## config.mk

```make
export PLATFORM = sky130hd
export DESIGN_NAME = alphamission_snd_cmd_tx
export DESIGN_NICKNAME = d
export VERILOG_FILES = /design/src/rtl/alphamission_snd_pkg.sv /design/src/rtl/alphamission_snd_cmd_fifo.sv /design/src/rtl/alphamission_snd_cmd_tx.sv
export SDC_FILE = /design/constraint.sdc
export NUM_CORES = 1
export LEC_CHECK = 0
export ABC_AREA = 1
export CORE_MARGIN = 5
export CORE_UTILIZATION = 45
export CTS_CLUSTER_SIZE = 12
export DETAILED_ROUTE_END_ITERATION = 16
export PLACE_DENSITY = 0.67
export SKIP_CTS_REPAIR_TIMING = 1
export SYNTH_ARGS = -nofsm -noshare
export SYNTH_HDL_FRONTEND = slang
export SYNTH_SLANG_ARGS = --single-unit
```

## constraint.sdc

```tcl
create_clock -name clk -period 6.75 [get_ports clk]
set_clock_uncertainty 0.15 [all_clocks]
set_input_delay 0.675 -clock clk [delete_from_list [all_inputs] [get_ports clk]]
set_output_delay 0.675 -clock clk [all_outputs]
set_load 0.03 [all_outputs]
```

## src/rtl/alphamission_snd_pkg.sv

```systemverilog
// alphamission_snd_pkg: shared types and constants for the sound command transmitter
package alphamission_snd_pkg;
  localparam int SND_CMD_W = 8;
  localparam int ST_TX_ACTIVE = 0;
  localparam int ST_FULL = 1;
  localparam int ST_OVF = 2;
  localparam int ST_TMO = 3;
  typedef enum logic [2:0] {IDLE, SETUP, STROBE, WAIT_SET, WAIT_CLR} snd_tx_st_t;
endpackage

```

## src/rtl/alphamission_snd_cmd_fifo.sv

```systemverilog
// snd_cmd_fifo: DEPTH x 8 command queue; a push while full is taken only if a pop frees a slot
module snd_cmd_fifo
  import alphamission_snd_pkg::*;
#(
  parameter int DEPTH = 4,
  localparam int AW = $clog2(DEPTH)
) (
  input  logic                 clk,
  input  logic                 rst,
  input  logic                 push,
  input  logic                 pop,
  input  logic [SND_CMD_W-1:0] din,
  output logic [SND_CMD_W-1:0] dout,
  output logic                 full,
  output logic                 empty,
  output logic [AW:0]          count
);
  logic [SND_CMD_W-1:0] mem_q [DEPTH];
  logic [SND_CMD_W-1:0] mem_d [DEPTH];
  logic [AW-1:0] wr_q, wr_d, rd_q, rd_d;
  logic [AW:0] cnt_q, cnt_d;
  logic do_push, do_pop;
  assign empty = cnt_q == '0;
  assign full = cnt_q == (AW+1)'(DEPTH);
  assign count = cnt_q;
  assign dout = mem_q[rd_q];
  always_comb begin
    do_pop = pop && !empty;
    do_push = push && (!full || do_pop);
    mem_d = mem_q;
    if (do_push) mem_d[wr_q] = din;
    wr_d = wr_q + AW'(do_push);
    rd_d = rd_q + AW'(do_pop);
    cnt_d = cnt_q + (AW+1)'(do_push) - (AW+1)'(do_pop);
  end
  always_ff @(posedge clk) mem_q <= mem_d;
  always_ff @(posedge clk or posedge rst)
    if (rst) begin
      wr_q <= '0;
      rd_q <= '0;
      cnt_q <= '0;
    end else begin
      wr_q <= wr_d;
      rd_q <= rd_d;
      cnt_q <= cnt_d;
    end
endmodule

```

## src/rtl/alphamission_snd_cmd_tx.sv

```systemverilog
// alphamission_snd_cmd_tx: queues main-CPU sound commands and hands them to the sound board
// one at a time, paced by the board's busy flag.
module alphamission_snd_cmd_tx
  import alphamission_snd_pkg::*;
#(
  parameter int DEPTH = 4,
  parameter int SETUP_CYC = 4,
  parameter int STROBE_CYC = 8,
  parameter int TMO_W = 20
) (
  input  logic                 clk,
  input  logic                 rst,
  input  logic                 cpu_wr,
  input  logic [SND_CMD_W-1:0] cpu_din,
  input  logic                 clr_err,
  output logic [SND_CMD_W-1:0] snd_data,
  output logic                 snd_mcode,
  input  logic                 snd_busy,
  output logic                 fifo_empty,
  output logic                 fifo_full,
  output logic                 ovf,
  output logic                 tmo,
  output logic [7:0]           status
);
  snd_tx_st_t st_q, st_d;
  logic [TMO_W-1:0] cnt_q, cnt_d;
  logic [SND_CMD_W-1:0] data_q, data_d, head;
  logic [$clog2(DEPTH):0] fifo_cnt;
  logic busy_m_q, busy_s_q, mcode_q, mcode_d, ovf_q, ovf_d, tmo_q, tmo_d, pop, tmo_ev;
  snd_cmd_fifo #(.DEPTH(DEPTH)) u_fifo (
    .clk(clk), .rst(rst), .push(cpu_wr), .pop(pop), .din(cpu_din), .dout(head),
    .full(), .empty(), .count(fifo_cnt)
  );
  assign fifo_empty = fifo_cnt == '0;
  assign fifo_full = fifo_cnt == ($clog2(DEPTH)+1)'(DEPTH);
  always_comb begin
    st_d = st_q;
    cnt_d = cnt_q + 1'b1;
    data_d = data_q;
    pop = 1'b0;
    tmo_ev = 1'b0;
    case (st_q)
      IDLE: if (!fifo_empty && !busy_s_q) begin
        pop = 1'b1;
        data_d = head;
        cnt_d = '0;
        st_d = SETUP;
      end
      SETUP: if (cnt_q == TMO_W'(SETUP_CYC-1)) begin
        cnt_d = '0;
        st_d = STROBE;
      end
      STROBE: if (cnt_q == TMO_W'(STROBE_CYC-1)) begin
        cnt_d = '0;
        st_d = WAIT_SET;
      end
      WAIT_SET: if (busy_s_q) begin
        cnt_d = '0;
        st_d = WAIT_CLR;
      end else if (&cnt_q) begin
        tmo_ev = 1'b1;
        st_d = IDLE;
      end
      WAIT_CLR: if (!busy_s_q) st_d = IDLE;
        else if (&cnt_q) begin
          tmo_ev = 1'b1;
          st_d = IDLE;
        end
      default: st_d = IDLE;
    endcase
    // strobe is registered from the next state so the pin never glitches
    mcode_d = st_d == STROBE;
    ovf_d = (cpu_wr && fifo_full && !pop) || (ovf_q && !clr_err);
    tmo_d = tmo_ev || (tmo_q && !clr_err);
  end
  always_ff @(posedge clk or posedge rst)
    if (rst) begin
      st_q <= IDLE;
      cnt_q <= '0;
      data_q <= '0;
      mcode_q <= 1'b0;
      ovf_q <= 1'b0;
      tmo_q <= 1'b0;
      busy_m_q <= 1'b0;
      busy_s_q <= 1'b0;
    end else begin
      st_q <= st_d;
      cnt_q <= cnt_d;
      data_q <= data_d;
      mcode_q <= mcode_d;
      ovf_q <= ovf_d;
      tmo_q <= tmo_d;
      busy_m_q <= snd_busy;
      busy_s_q <= busy_m_q;
    end
  assign snd_data = data_q;
  assign snd_mcode = mcode_q;
  assign ovf = ovf_q;
  assign tmo = tmo_q;
  always_comb begin
    status = '0;
    status[ST_TX_ACTIVE] = st_q != IDLE;
    status[ST_FULL] = fifo_full;
    status[ST_OVF] = ovf_q;
    status[ST_TMO] = tmo_q;
  end
endmodule

```

# Word-level counts from Yosys, hierarchy flattened
# Index checks and enable logic that the tools add are counted.
[totals]
ff_bits = 75
latchBits = 0
ram_bits = 0
mem_bits_ro = 0
in_bits = 13
output_inout_bits = 21
word_cells = 78
memories = 0
[op_classes]
add_sub_neg = 5
mul = 0
n_div = 0
n_lt_le_gt_ge = 3
eq_ne = 8
shift = 0
muxes = 24
bitwise_logic = 2
n_reduce_logical = 21
[ops]
columns = ["cell", "count"]
rows = [
  ["20-bit two-way mux", 4],
  ["20-bit case mux with 4 select lines", 1],
  ["32-bit bitwise mux", 1],
  ["8-bit two-way mux", 3],
  ["20-bit by 1-bit adder with 20-bit output (second input constant)", 1],
  ["20-bit by 2-bit equality test with 1-bit output (second input constant)", 1],
  ["20-bit by 3-bit equality test with 1-bit output (second input constant)", 1],
  ["20-bit AND reduction", 1],
  ["3-bit two-way mux", 6],
  ["8-bit binary-select mux with 2-bit select", 1],
  ["8-bit demux with 2-bit select", 1],
  ["3-bit case mux with 5 select lines", 1],
  ["3-bit by 2-bit equality test with 1-bit output (second input constant)", 3],
  ["1-bit logical AND", 8],
  ["3-bit equality test (second input constant)", 2],
  ["3-bit >= comparator (second input constant)", 2],
  ["3-bit logical NOT", 2],
  ["2-bit NOT with 3-bit output", 2],
  ["1-bit logical NOT", 5],
  ["1-bit two-way mux", 5],
  ["2-bit by 1-bit adder with 2-bit output", 2],
  ["3-bit by 1-bit adder with 3-bit output", 1],
  ["3-bit by 1-bit equality test with 1-bit output (second input constant)", 1],
  ["1-bit logical OR", 3],
  ["5 further kinds", 5],
]

# Depth between registers and ports, before layout
# Gate-level depths: netlist (run 1).
[logic_depth]
depth_word = 10
mapped_depth = 12
mapped_depth_nobuf = 12

# By module
# From an unflattened synthesis (run 1), not the netlist that was laid out.
[unflattened]
cells_unflattened = 412
area_unflattened_um2 = 3687.3
[by_module_without_submodules]
columns = ["module", "n_inst", "cells_each", "area_each_um2", "seq_area_each_um2"]
rows = [
  ["alphamission_snd_cmd_tx", 1, 276, 2033.2, 900.9],
  ["snd_cmd_fifo", 1, 136, 1654.1, 1136.1],
]

# Least setup slack after synthesis (run 1)
# Ideal clock, no wire load.
[synth_timing]
path_kind = "reg-to-reg"
start = "register u_fifo.cnt_q[1] (netlist: u_fifo.count[1])"
end = "register u_fifo.cnt_q[2] (netlist: u_fifo.count[2])"
setup_time_ns = 0.129
arrival_ns = 2.130
required_ns = 6.471
path_slack_ns = 4.342
path_stages_with_launch = 11
path_buffers = 1
period_less_slack_ns = 2.408
cell_sequence = "dfrtp_1 -> inv_1 -> nand2_1 -> o21ai_2 -> nor2_4 -> buf_2 -> ha_1 -> inv_1 -> ha_1 -> fa_1 -> xor2_1"
[synth_between]
elab_chain_len = 10
elab_cells_between_ends = 12
cone_classes = "add/sub: 2; eq/ne: 1; mux: 2; reduce/logical: 7"
[synth_rtl]
columns = ["item", "line_no", "text"]
rows = [
  ["from (decl)", "alphamission_snd_cmd_fifo.sv:21", "logic [AW:0] cnt_q, cnt_d;"],
  ["from (signal assigned)", "alphamission_snd_cmd_fifo.sv:45", "cnt_q <= cnt_d;"],
  ["3-bit logical NOT", "alphamission_snd_cmd_fifo.sv:23, alphamission_snd_cmd_tx.sv:34", ""],
  ["1-bit logical NOT", "alphamission_snd_cmd_fifo.sv:28, alphamission_snd_cmd_tx.sv:43", ""],
  ["1-bit logical AND", "alphamission_snd_cmd_tx.sv:43", "IDLE: if (!fifo_empty && !busy_s_q) begin"],
  ["1-bit two-way mux", "alphamission_snd_cmd_tx.sv:43", ""],
  ["1-bit two-way mux", "alphamission_snd_cmd_tx.sv:42", "case (st_q)"],
  ["1-bit logical AND", "alphamission_snd_cmd_fifo.sv:28", "do_pop = pop && !empty;"],
  ["1-bit logical OR", "alphamission_snd_cmd_fifo.sv:29", "do_push = push && (!full || do_pop);"],
  ["1-bit logical AND", "alphamission_snd_cmd_fifo.sv:29", ""],
  ["3-bit by 1-bit adder with 3-bit output", "alphamission_snd_cmd_fifo.sv:34", "cnt_d = cnt_q + (AW+1)'(do_push) - (AW+1)'(do_pop);"],
  ["3-bit by 1-bit subtractor with 3-bit output (*)", "alphamission_snd_cmd_fifo.sv:34", ""],
  ["net u_fifo.cnt_d[2]", "alphamission_snd_cmd_fifo.sv:21", ""],
]
# The timed path passes the listed nets; every way through them passes the cells marked *.
# A chain may end at the register's enable or synchronous reset.

# Final worst setup path (run 1)
[layout_timing]
start = "register st_q[0]"
end = "register u_fifo.mem_q[18] in the netlist's numbering (enable)"
[layout_between]
elab_chain_len = 5
[layout_rtl]
columns = ["item", "line_no", "text"]
rows = [
  ["from (decl)", "alphamission_snd_cmd_tx.sv:25", "snd_tx_st_t st_q, st_d;"],
  ["from (signal assigned)", "alphamission_snd_cmd_tx.sv:87", "st_q <= st_d;"],
  ["3-bit logical NOT", "alphamission_snd_cmd_tx.sv:42", ""],
  ["1-bit two-way mux", "alphamission_snd_cmd_tx.sv:42", ""],
  ["1-bit logical AND", "alphamission_snd_cmd_fifo.sv:28", ""],
  ["1-bit logical OR", "alphamission_snd_cmd_fifo.sv:29", ""],
  ["1-bit logical AND", "alphamission_snd_cmd_fifo.sv:29", ""],
  ["to (signal assigned)", "alphamission_snd_cmd_fifo.sv:36", "always_ff @(posedge clk) mem_q <= mem_d;"],
  ["to (decl)", "alphamission_snd_cmd_fifo.sv:18", "logic [SND_CMD_W-1:0] mem_q [DEPTH];"],
]
# Every way passes these cells.

==> out/metrics.cfg, run 1 <==
[synthesis]
ys_seq_area_frac = 0.556
synth-seq-cells = 75
ys_types = 28
netlist_area_mm2 = 0.00366
synthesis.instances = 407
syn_area_per_cell_um2 = 9.00
yosysWarnings = 0

[timing]
period_needed_ns = 3.16
relSlewSlack = 0.172
hold_violations = 0
worstMarginPinSlew_ns = 1.23
drv_slew = 0
setup_tns_ns = 0
max_freq_mhz = 317
rsz0062_at_grt = false
fin_crit_sh = 0.467
setup_viol = 0

[grt]
grt_pass1_vias = 2632
grt_max_degree = 44
grt_pass1_wl_um = 11900
antenna_found_initial = 0
grtUsageTotal = 0.152
gr-total-overflow = 0

[placed_design]
dpl.hpwl_um = 5170
globalplace.congestion = 0.810
io_buffers = 29

[cells_and_area]
antenna_cells = 0
post-route-util = 0.519
mostFrequentLayoutCell = nor2_1
synthToLayoutAreaGrowth_pct = 14.6
layout_common_cells = nor2_1 (72), nand2_1 (67), inv_1 (56), dfrtp_1 (43), edfxtp_1 (32)
fin_nets = 452
drive_gt1_frac = 0.0685

[route]
dr_total_vias = 2688
routed_wirelength_um = 7100
final_antenna_net_count = 0
drt_iter0_markers = 96
firstDrtPassIters = 4
drc = 0
viasPerCell = 4.95
routedWlPerCell_um = 13.1

[critical_path]
critical_path_arrival_ns = 2.97
crit_required_ns = 6.57
path_max_fanout = 19
r2r-end = u_fifo.mem_q[18]
reg2reg_from = st_q[0]
reg2reg_depth = 9
endpoint_kind = flip-flop
cp-startpoint = st_q[0]
r2r_setup_slack_ns = 3.59
crit_type = reg -> reg
cp-start-kind = flip-flop

[clocking]
cts_tree = built
htreeDepth = 3
cts_buffers = 9
clk_latency_ns = 0.35
root_buffer = clkbuf_8
cts_sinks = 75
clk_path_buf_depth = 2
clk_pin_slew_worst_paths_ns = 0.09

[power]
pwr_density_cell_mw_per_mm2 = 382
ir_drop_mv = 0.199
p_leak_nw = 1.88

[outcome]
status = finished clean

[worst_hold_path]
min_to = busy_s_q
min-delay-start = busy_m_q
min_path_cells = 0
hold_class = reg -> reg

[floorplanning]
rows = 33
io_pins = 34
die_y_um = 100
start_util = 0.453
core_mm2 = 0.00809
die_width_um = 100
die_area_mm2 = 0.0100

[run]
maxCapViolations = 0

==> critical path, stage by stage (launching register included) <==
cell and delay (ns):
dfrtp_1 0.51, nor2_1 0.18, inv_1 0.08, nor2_2 0.11, inv_2 0.07, nor2_4 0.37
inv_2 0.10, nand2_1 0.08, nand2_1 0.14, nor3_1 0.97
==> where the power goes <==
group	total [mW]	switching (mW)	leakage [nW]	internal [mW]
logic	0.572	0.373	0.934	0.200
registers	0.687	0.0968	0.842	0.590
clock network	0.345	0.197	0.104	0.149
==> how the worst max path moves through the flow <==
stage | depth (start not counted) | to | slack [ns]
detailed placement | 9 | u_fifo.mem_q[17] | 3.62
floorplan | 10 | u_fifo.count[2] | 4.34
finish | 9 | u_fifo.mem_q[18] | 3.59
global route | 9 | u_fifo.mem_q[18] | 3.32
global placement | 9 | u_fifo.mem_q[23] | 3.85
CTS | 9 | u_fifo.mem_q[23] | 3.61
==> cell families after synthesis <==
| group | after synthesis | synth area share |
|---|---|---|
| DFF | 75 | 0.556 |
| AOI/OAI and AO/OA | 44 | 0.0745 |
| xor gates and xnor gates | 16 | 0.0383 |
| other | 1 | 0.00102 |
| buffers and inverters | 79 | 0.0912 |
| adders and majority gates | 6 | 0.0225 |
| and+or+nand+nor | 186 | 0.217 |
==> metrics by stage <==
stage / total power, mW / hold WS (ns) / instances / cell area, um^2 / setup slack [ns]
after detailed placement: 1.27 / 0.193 / 527 / 4000 / 3.62
final: 1.60 / 0.209 / 543 / 4200 / 3.59
after CTS: 1.62 / 0.213 / 543 / 4200 / 3.61
after floorplan: 1.10 / 0.181 / 410 / 3670 / 4.34
after global placement: 1.25 / 0.187 / 527 / 4000 / 3.85
after global routing: 1.71 / 0.233 / 543 / 4200 / 3.32
==> cell type report <==
cell class,instances,area (um^2)
tap,105,131
fill,750,3890
clock inverter,7,78.8
sequential,75,2040
inverter,62,233
multi-input combinational,256,1300
timing repair buffer,29,290
clock buffer,9,124
==> synth_stat cells <==
cell / instances / area (um^2)
nor2_1: 72 / 270
nand4_1: 9 / 56.3
clkinv_1: 1 / 3.75
o21bai_1: 2 / 15.0
fa_1: 1 / 20.0
buf_2: 3 / 15.0
o22ai_1: 1 / 6.26
dfrtp_1: 43 / 1080
clkbuf_1: 5 / 18.8
nor2_4: 3 / 33.8
o21ai_2: 1 / 8.76
nand2_2: 1 / 6.26
edfxtp_1: 32 / 961
ha_1: 5 / 62.6
nand2_1: 67 / 251
inv_1: 57 / 214
a21oi_1: 1 / 5.00
nor3_1: 9 / 45.0
inv_2: 4 / 15.0
o21ai_0: 18 / 90.1
o211ai_1: 13 / 97.6
nor2_2: 4 / 25.0
a31oi_1: 8 / 50.1
xor2_1: 11 / 96.3
buf_4: 9 / 67.6
xnor2_1: 5 / 43.8
nand3_1: 21 / 105
conb_1: 1 / 3.75
==> flip-flops by register name, summed over array words and instances (netlist names) <==
signal        cells
busy_m_q          1
busy_s_q          1
cnt_q            20
ovf               1
snd_data          8
snd_mcode         1
st_q              3
tmo               1
u_fifo.count      3
u_fifo.mem_q     32
u_fifo.rd_q       2
u_fifo.wr_q       2
==> per-layer routing <==
metal | part of all wire | global-route usage | vias up
met5 | 0 | 0 | -
met4 | 0.0083 | 0.0518 | 0
met3 | 0.043 | 0.0403 | 6
met2 | 0.51 | 0.255 | 64
met1 | 0.44 | 0.189 | 1260
li1 | - | - | 1358
Power figures use the tool's default switching activity.
==> run 2: changes to the inputs <==
--- a/config.mk
+++ b/config.mk
@@ -10,7 +10,7 @@
 export CORE_UTILIZATION = 45
 export CTS_CLUSTER_SIZE = 12
 export DETAILED_ROUTE_END_ITERATION = 16
-export PLACE_DENSITY = 0.67
+export PLACE_DENSITY = 0.7
 export SKIP_CTS_REPAIR_TIMING = 1
 export SYNTH_ARGS = -nofsm -noshare
 export SYNTH_HDL_FRONTEND = slang
==> constraint.sdc (replaced) <==
create_clock -name clk -period 2.7 [get_ports clk]
set_clock_uncertainty 0.15 [all_clocks]
set_input_delay 0.27 -clock clk [delete_from_list [all_inputs] [get_ports clk]]
set_output_delay 0.27 -clock clk [all_outputs]
set_load 0.03 [all_outputs]
==> run 2 against run 1 <==
Against the previous run: sequential power is 150% higher; cell count grew 1.3%; global-route usage grew 0.52 points; routed wire length is 2.1% higher.
==> out/metrics.cfg, run 2 (synthesis gave the netlist of run 1 again) <==
[outcome]
status = finished clean

[critical_path]
crit_type = reg -> reg
crit_required_ns = 2.78  ; -3.79 ns
endpoint_kind = flip-flop
reg2reg_from = u_fifo.count[1]
r2r_setup_slack_ns = 0.22  ; -3.37 ns
cp-startpoint = u_fifo.count[1]
reg2reg_depth = 11  ; +2
path_max_fanout = 9  ; -10
crit_end = u_fifo.count[2]
critical_path_arrival_ns = 2.56  ; -0.41 ns
cp-start-kind = flip-flop
r2r-end = u_fifo.count[2]

[power]
ir_drop_mv = 0.592  ; +200%
pwr_density_cell_mw_per_mm2 = 958  ; +150%
p_seq_frac = 0.421  ; -0.007
clockPowerShare = 0.215  ; about the same
power.switching_mw = 1.62  ; +140%
swShare = 0.398  ; -0.0169
p_leak_nw = 1.91  ; +1.6%
pwr-share-comb = 0.365  ; +0.008
internal_power_mw = 2.45  ; +160%

[clocking]
cts_tree = built
cts_sinks = 75  ; unchanged
clk_latency_ns = 0.35  ; about the same
root_buffer = clkbuf_8
htreeDepth = 3  ; unchanged
clk_path_buf_depth = 2  ; unchanged
cts_buffers = 9  ; unchanged
clk_pin_slew_worst_paths_ns = 0.08  ; about the same

[cells_and_area]
largest_reg_flops = 32  ; unchanged
synthToLayoutAreaGrowth_pct = 15.9
layout_common_cells = nor2_1 (72), nand2_1 (67), inv_1 (56), dfrtp_1 (43), edfxtp_1 (32)
fin_nets = 459  ; +1.5%
drive_gt1_frac = 0.0809  ; +0.0124
multi_input_area_mm2 = 0.00130  ; unchanged
regMostFlops = u_fifo.mem_q
post-route-util = 0.525  ; +0.00618
mostFrequentLayoutCell = nor2_1
regArea_mm2 = 0.00204  ; unchanged
antenna_cells = 0  ; unchanged
num-fill-cells = 754  ; +0.53%

[floorplanning]
rows = 33  ; unchanged
die_width_um = 100  ; unchanged
io_pins = 34  ; unchanged
die_y_um = 100  ; unchanged
core_mm2 = 0.00809  ; unchanged
die_area_mm2 = 0.0100  ; unchanged
start_util = 0.453  ; unchanged

[timing]
setup_viol = 0  ; unchanged
worstMarginPinSlew_ns = 0.593  ; -0.639 ns
rsz0062_at_grt = false
relSlewSlack = 0.604  ; +0.432
setup_tns_ns = 0  ; unchanged
drv_slew = 0  ; unchanged
period_needed_ns = 2.48  ; -0.679 ns
fin_crit_sh = 0.917  ; +0.450
max_freq_mhz = 404  ; +27%
hold_violations = 0  ; unchanged

[placed_design]
globalplace.congestion = 0.817  ; +0.86%
io_buffers = 29  ; unchanged
dpl.hpwl_um = 5140  ; -0.54%

[route]
final_antenna_net_count = 0  ; unchanged
dr_total_vias = 2730  ; +1.6%
viasPerCell = 4.96  ; +0.27%
drc = 0  ; unchanged
drt_iter0_markers = 63  ; -34%
firstDrtPassIters = 4  ; unchanged
routedWlPerCell_um = 13.2  ; +0.76%
routed_wirelength_um = 7240  ; +2.1%

[grt]
grt_max_degree = 44  ; unchanged
grt_pass1_vias = 2707  ; +2.8%
gr-total-overflow = 0  ; unchanged
grt_pass1_wl_um = 12400  ; +3.9%
antenna_found_initial = 0  ; unchanged
grtUsageTotal = 0.157  ; +0.00521

[worst_hold_path]
hold_class = reg -> reg

[run]
maxCapViolations = 0  ; unchanged

-- run 2: changes by cell type in the layout (fill, tap and decap cells not counted) --
cell        previous run  this run
clkinv_8               1         0
inv_8                  4         0
clkbuf_1               0         1
inv_6                  1         3
clkinvlp_4             0         1
buf_4                  0         7
bufinv_16              0         1
-- run 2: per-stage QoR --
stage	std cells	cell area [um^2]	hold slack (ns)	total power [mW]	setup WS, ns
floorplan	410	3670	0.151	2.74	0.292
global placement	534	4050	0.187	3.18	0.348
detailed placement	534	4050	0.186	3.23	0.231
CTS	550	4250	0.187	4.12	0.220
finish	550	4250	0.202	4.07	0.224
global route	550	4250	0.200	4.37	0.0311
-- run 2: worst max-delay path: stages, from the launching register on --
cell     delay (ns)
dfrtp_1        0.40
inv_1          0.12
nand2_1        0.09
o21ai_2        0.41
nor2_4         0.08
inv_2          0.08
nand2_1        0.05
nand2_1        0.14
inv_1          0.08
ha_1           0.21
fa_1           0.37
xor2_1         0.18
-- run 2: power groups by stage --
stage	sequential, mW	clock (mW)	combinational (mW)
5_1_grt	1.74	0.954	1.67
4_1_cts	1.71	0.903	1.51
3_5_place_dp	1.73	0	1.49
3_3_place_gp	1.72	0	1.46
2_1_floorplan	1.74	0	0.997
6_report	1.71	0.873	1.48
-- run 2: worst min-delay path by stage --
| stage | from | to | slack, ns | depth (start not counted) |
|---|---|---|---|---|
| after floorplan | snd_busy | busy_m_q | 0.15 | 0 |
| after global placement | busy_m_q | busy_s_q | 0.19 | 0 |
| after detailed placement | busy_m_q | busy_s_q | 0.19 | 0 |
| after CTS | snd_busy | busy_m_q | 0.19 | 1 |
| after global routing | snd_busy | busy_m_q | 0.20 | 1 |
| final | busy_m_q | busy_s_q | 0.20 | 0 |
-- run 2: area by class of cell --
class	count	area share
multi-input cells	256	0.307
clock buffers	10	0.0300
inverters	62	0.0548
well taps	105	0.0309
repair buffers	36	0.0807
clock inverters	6	0.0171
flip-flops and latches	75	0.480
-- run 2: metal layers --
layer,routed length (um),vias to the layer above,part of all wire,track usage
met1,3180,1302,0.44,0.186
met5,0,-,0,0
met2,3720,44,0.51,0.273
met4,104,0,0.014,0.0601
li1,-,1373,-,-
met3,236,11,0.033,0.0389
==> run 3: changes to the inputs <==
--- a/config.mk
+++ b/config.mk
@@ -10,6 +10,7 @@
 export CORE_UTILIZATION = 45
 export CTS_CLUSTER_SIZE = 12
 export DETAILED_ROUTE_END_ITERATION = 16
+export MAX_ROUTING_LAYER = met4
 export PLACE_DENSITY = 0.7
 export SKIP_CTS_REPAIR_TIMING = 1
 export SYNTH_ARGS = -nofsm -noshare
==> run 3 against run 2 <==
Against the previous run: combinational power hardly changed; setup slack worse by 0.0031 ns; register-to-register slack hardly changed; via count increased by 0.26%; largest cell class unchanged; sequential cell count is the same; cell count is the same; highest routed layer unchanged; clock power about the same.
==> out/metrics.cfg, run 3 (synthesis gave the netlist of run 1 again) <==
[route]
dr_total_vias = 2737  ; +0.26%
viasPerCell = 4.98  ; +0.26%
drc = 0  ; unchanged
drt_iter0_markers = 71  ; +13%
routed_wirelength_um = 7270  ; +0.41%
firstDrtPassIters = 4  ; unchanged
routedWlPerCell_um = 13.2  ; +0.41%
final_antenna_net_count = 0  ; unchanged

[floorplanning]
die_area_mm2 = 0.0100  ; unchanged
die_width_um = 100  ; unchanged
start_util = 0.453  ; unchanged
io_pins = 34  ; unchanged
core_mm2 = 0.00809  ; unchanged
die_y_um = 100  ; unchanged
rows = 33  ; unchanged

[clocking]
root_buffer = clkbuf_8
cts_sinks = 75  ; unchanged
cts_tree = built
htreeDepth = 3  ; unchanged
cts_buffers = 9  ; unchanged
clk_path_buf_depth = 2  ; unchanged
clk_pin_slew_worst_paths_ns = 0.08  ; about the same
clk_latency_ns = 0.35  ; about the same

[cells_and_area]
mostFrequentLayoutCell = nor2_1
antenna_cells = 0  ; unchanged
largest_reg_flops = 32  ; unchanged
multi_input_area_mm2 = 0.00130  ; unchanged
layout_common_cells = nor2_1 (72), nand2_1 (67), inv_1 (56), dfrtp_1 (43), edfxtp_1 (32)
regMostFlops = u_fifo.mem_q
regArea_mm2 = 0.00204  ; unchanged
num-fill-cells = 754  ; unchanged
synthToLayoutAreaGrowth_pct = 15.9  ; unchanged
fin_nets = 459  ; unchanged
drive_gt1_frac = 0.0809  ; unchanged

[grt]
antenna_found_initial = 0  ; unchanged
grt_pass1_wl_um = 12400  ; +0.11%
gr-total-overflow = 0  ; unchanged
grt_max_degree = 44  ; unchanged
grtUsageTotal = 0.161  ; +0.00464
grt_pass1_vias = 2708  ; +0.037%

[placed_design]
post-place-ws_ns = 0.231  ; unchanged
io_buffers = 29  ; unchanged
dpl.hpwl_um = 5140  ; unchanged
globalplace.congestion = 0.829  ; +1.5%

[critical_path]
critPathSlowestCell = o21ai_2
critPathTopFamily = adder cells
cp_common_cell = nand2_1
crit_type = reg -> reg
cp-start-kind = flip-flop
crit_required_ns = 2.78  ; about the same
path_cells = inv_1 > nand2_1 > o21ai_2 > nor2_4 > inv_2 > nand2_1 > nand2_1 > inv_1 > ha_1 > fa_1 > xor2_1
path_buf_inv = 3  ; unchanged
cp_slowest_stage_delay_ns = 0.41  ; about the same
path_max_fanout = 9  ; unchanged
endpoint_kind = flip-flop
critical_path_arrival_ns = 2.56  ; about the same

[power]
ir_drop_mv = 0.590  ; -0.31%
pwr-share-comb = 0.365  ; about the same
p_seq_frac = 0.421  ; about the same
internal_power_mw = 2.45  ; about the same
power.switching_mw = 1.62  ; about the same
swShare = 0.398  ; about the same
pwr_density_cell_mw_per_mm2 = 958  ; about the same
clockPowerShare = 0.214  ; about the same
p_leak_nw = 1.91  ; unchanged

[worst_hold_path]
hold_class = reg -> reg

[timing]
max_freq_mhz = 403  ; -0.12%
timing.hold.ws_ns = 0.202  ; +0.0000110 ns
hold_violations = 0  ; unchanged
fin_crit_sh = 0.918  ; +0.00113
period_needed_ns = 2.48  ; +0.00305 ns
drv_slew = 0  ; unchanged
setup_viol = 0  ; unchanged
setup_tns_ns = 0  ; unchanged
relSlewSlack = 0.595  ; -0.00918
worstMarginPinSlew_ns = 0.607  ; +0.0138 ns
rsz0062_at_grt = false
worst_slack_ns = 0.221  ; -0.00305 ns

[outcome]
status = finished clean

[run]
maxCapViolations = 0  ; unchanged

==> run 3: layout make-up <==
cell class                 count  share of cell area
clock buffer                  10              0.0300
multi-input combinational    256               0.307
clock inverter                 6              0.0171
sequential                    75               0.480
timing repair buffer          36              0.0807
tap                          105              0.0309
inverter                      62              0.0548
==> run 3: path summary, 6_finish.rpt <==
check,startpoint,end,slack [ns],cells after the start
max reg2reg,u_fifo.count[1],u_fifo.count[2],0.22,11
min,busy_m_q,busy_s_q,0.20,0
max in group asynchronous,rst,cnt_q[5],1.81,3
min reg2reg,busy_m_q,busy_s_q,0.20,0
max,u_fifo.count[1],u_fifo.count[2],0.22,11
min in group asynchronous,rst,snd_data[2],0.21,3
==> run 3: layer usage <==
layer  vias to the layer above  GRT usage  share of wire
met4                         0     0.0601          0.011
li1                       1372          -              -
met3                         8     0.0375          0.032
met2                        44      0.274           0.52
met5                         -          -              0
met1                      1313      0.186           0.44
==> run 3: per-stage QoR <==
step                      utilization  instances  cell area, um^2  power [mW]
after floorplan                     -        410             3670        2.74
after global placement          0.500        534             4050        3.18
after detailed placement        0.500        534             4050        3.23
after CTS                       0.525        550             4250        4.12
after global routing            0.525        550             4250        4.37
final                           0.525        550             4250        4.07
==> run 3: power groups by stage <==
stage	Combinational, mW	Clock (mW)	Sequential, mW
2_1_floorplan	0.997	0	1.74
3_3_place_gp	1.46	0	1.72
3_5_place_dp	1.49	0	1.73
4_1_cts	1.51	0.903	1.71
5_1_grt	1.67	0.954	1.74
6_report	1.49	0.870	1.71
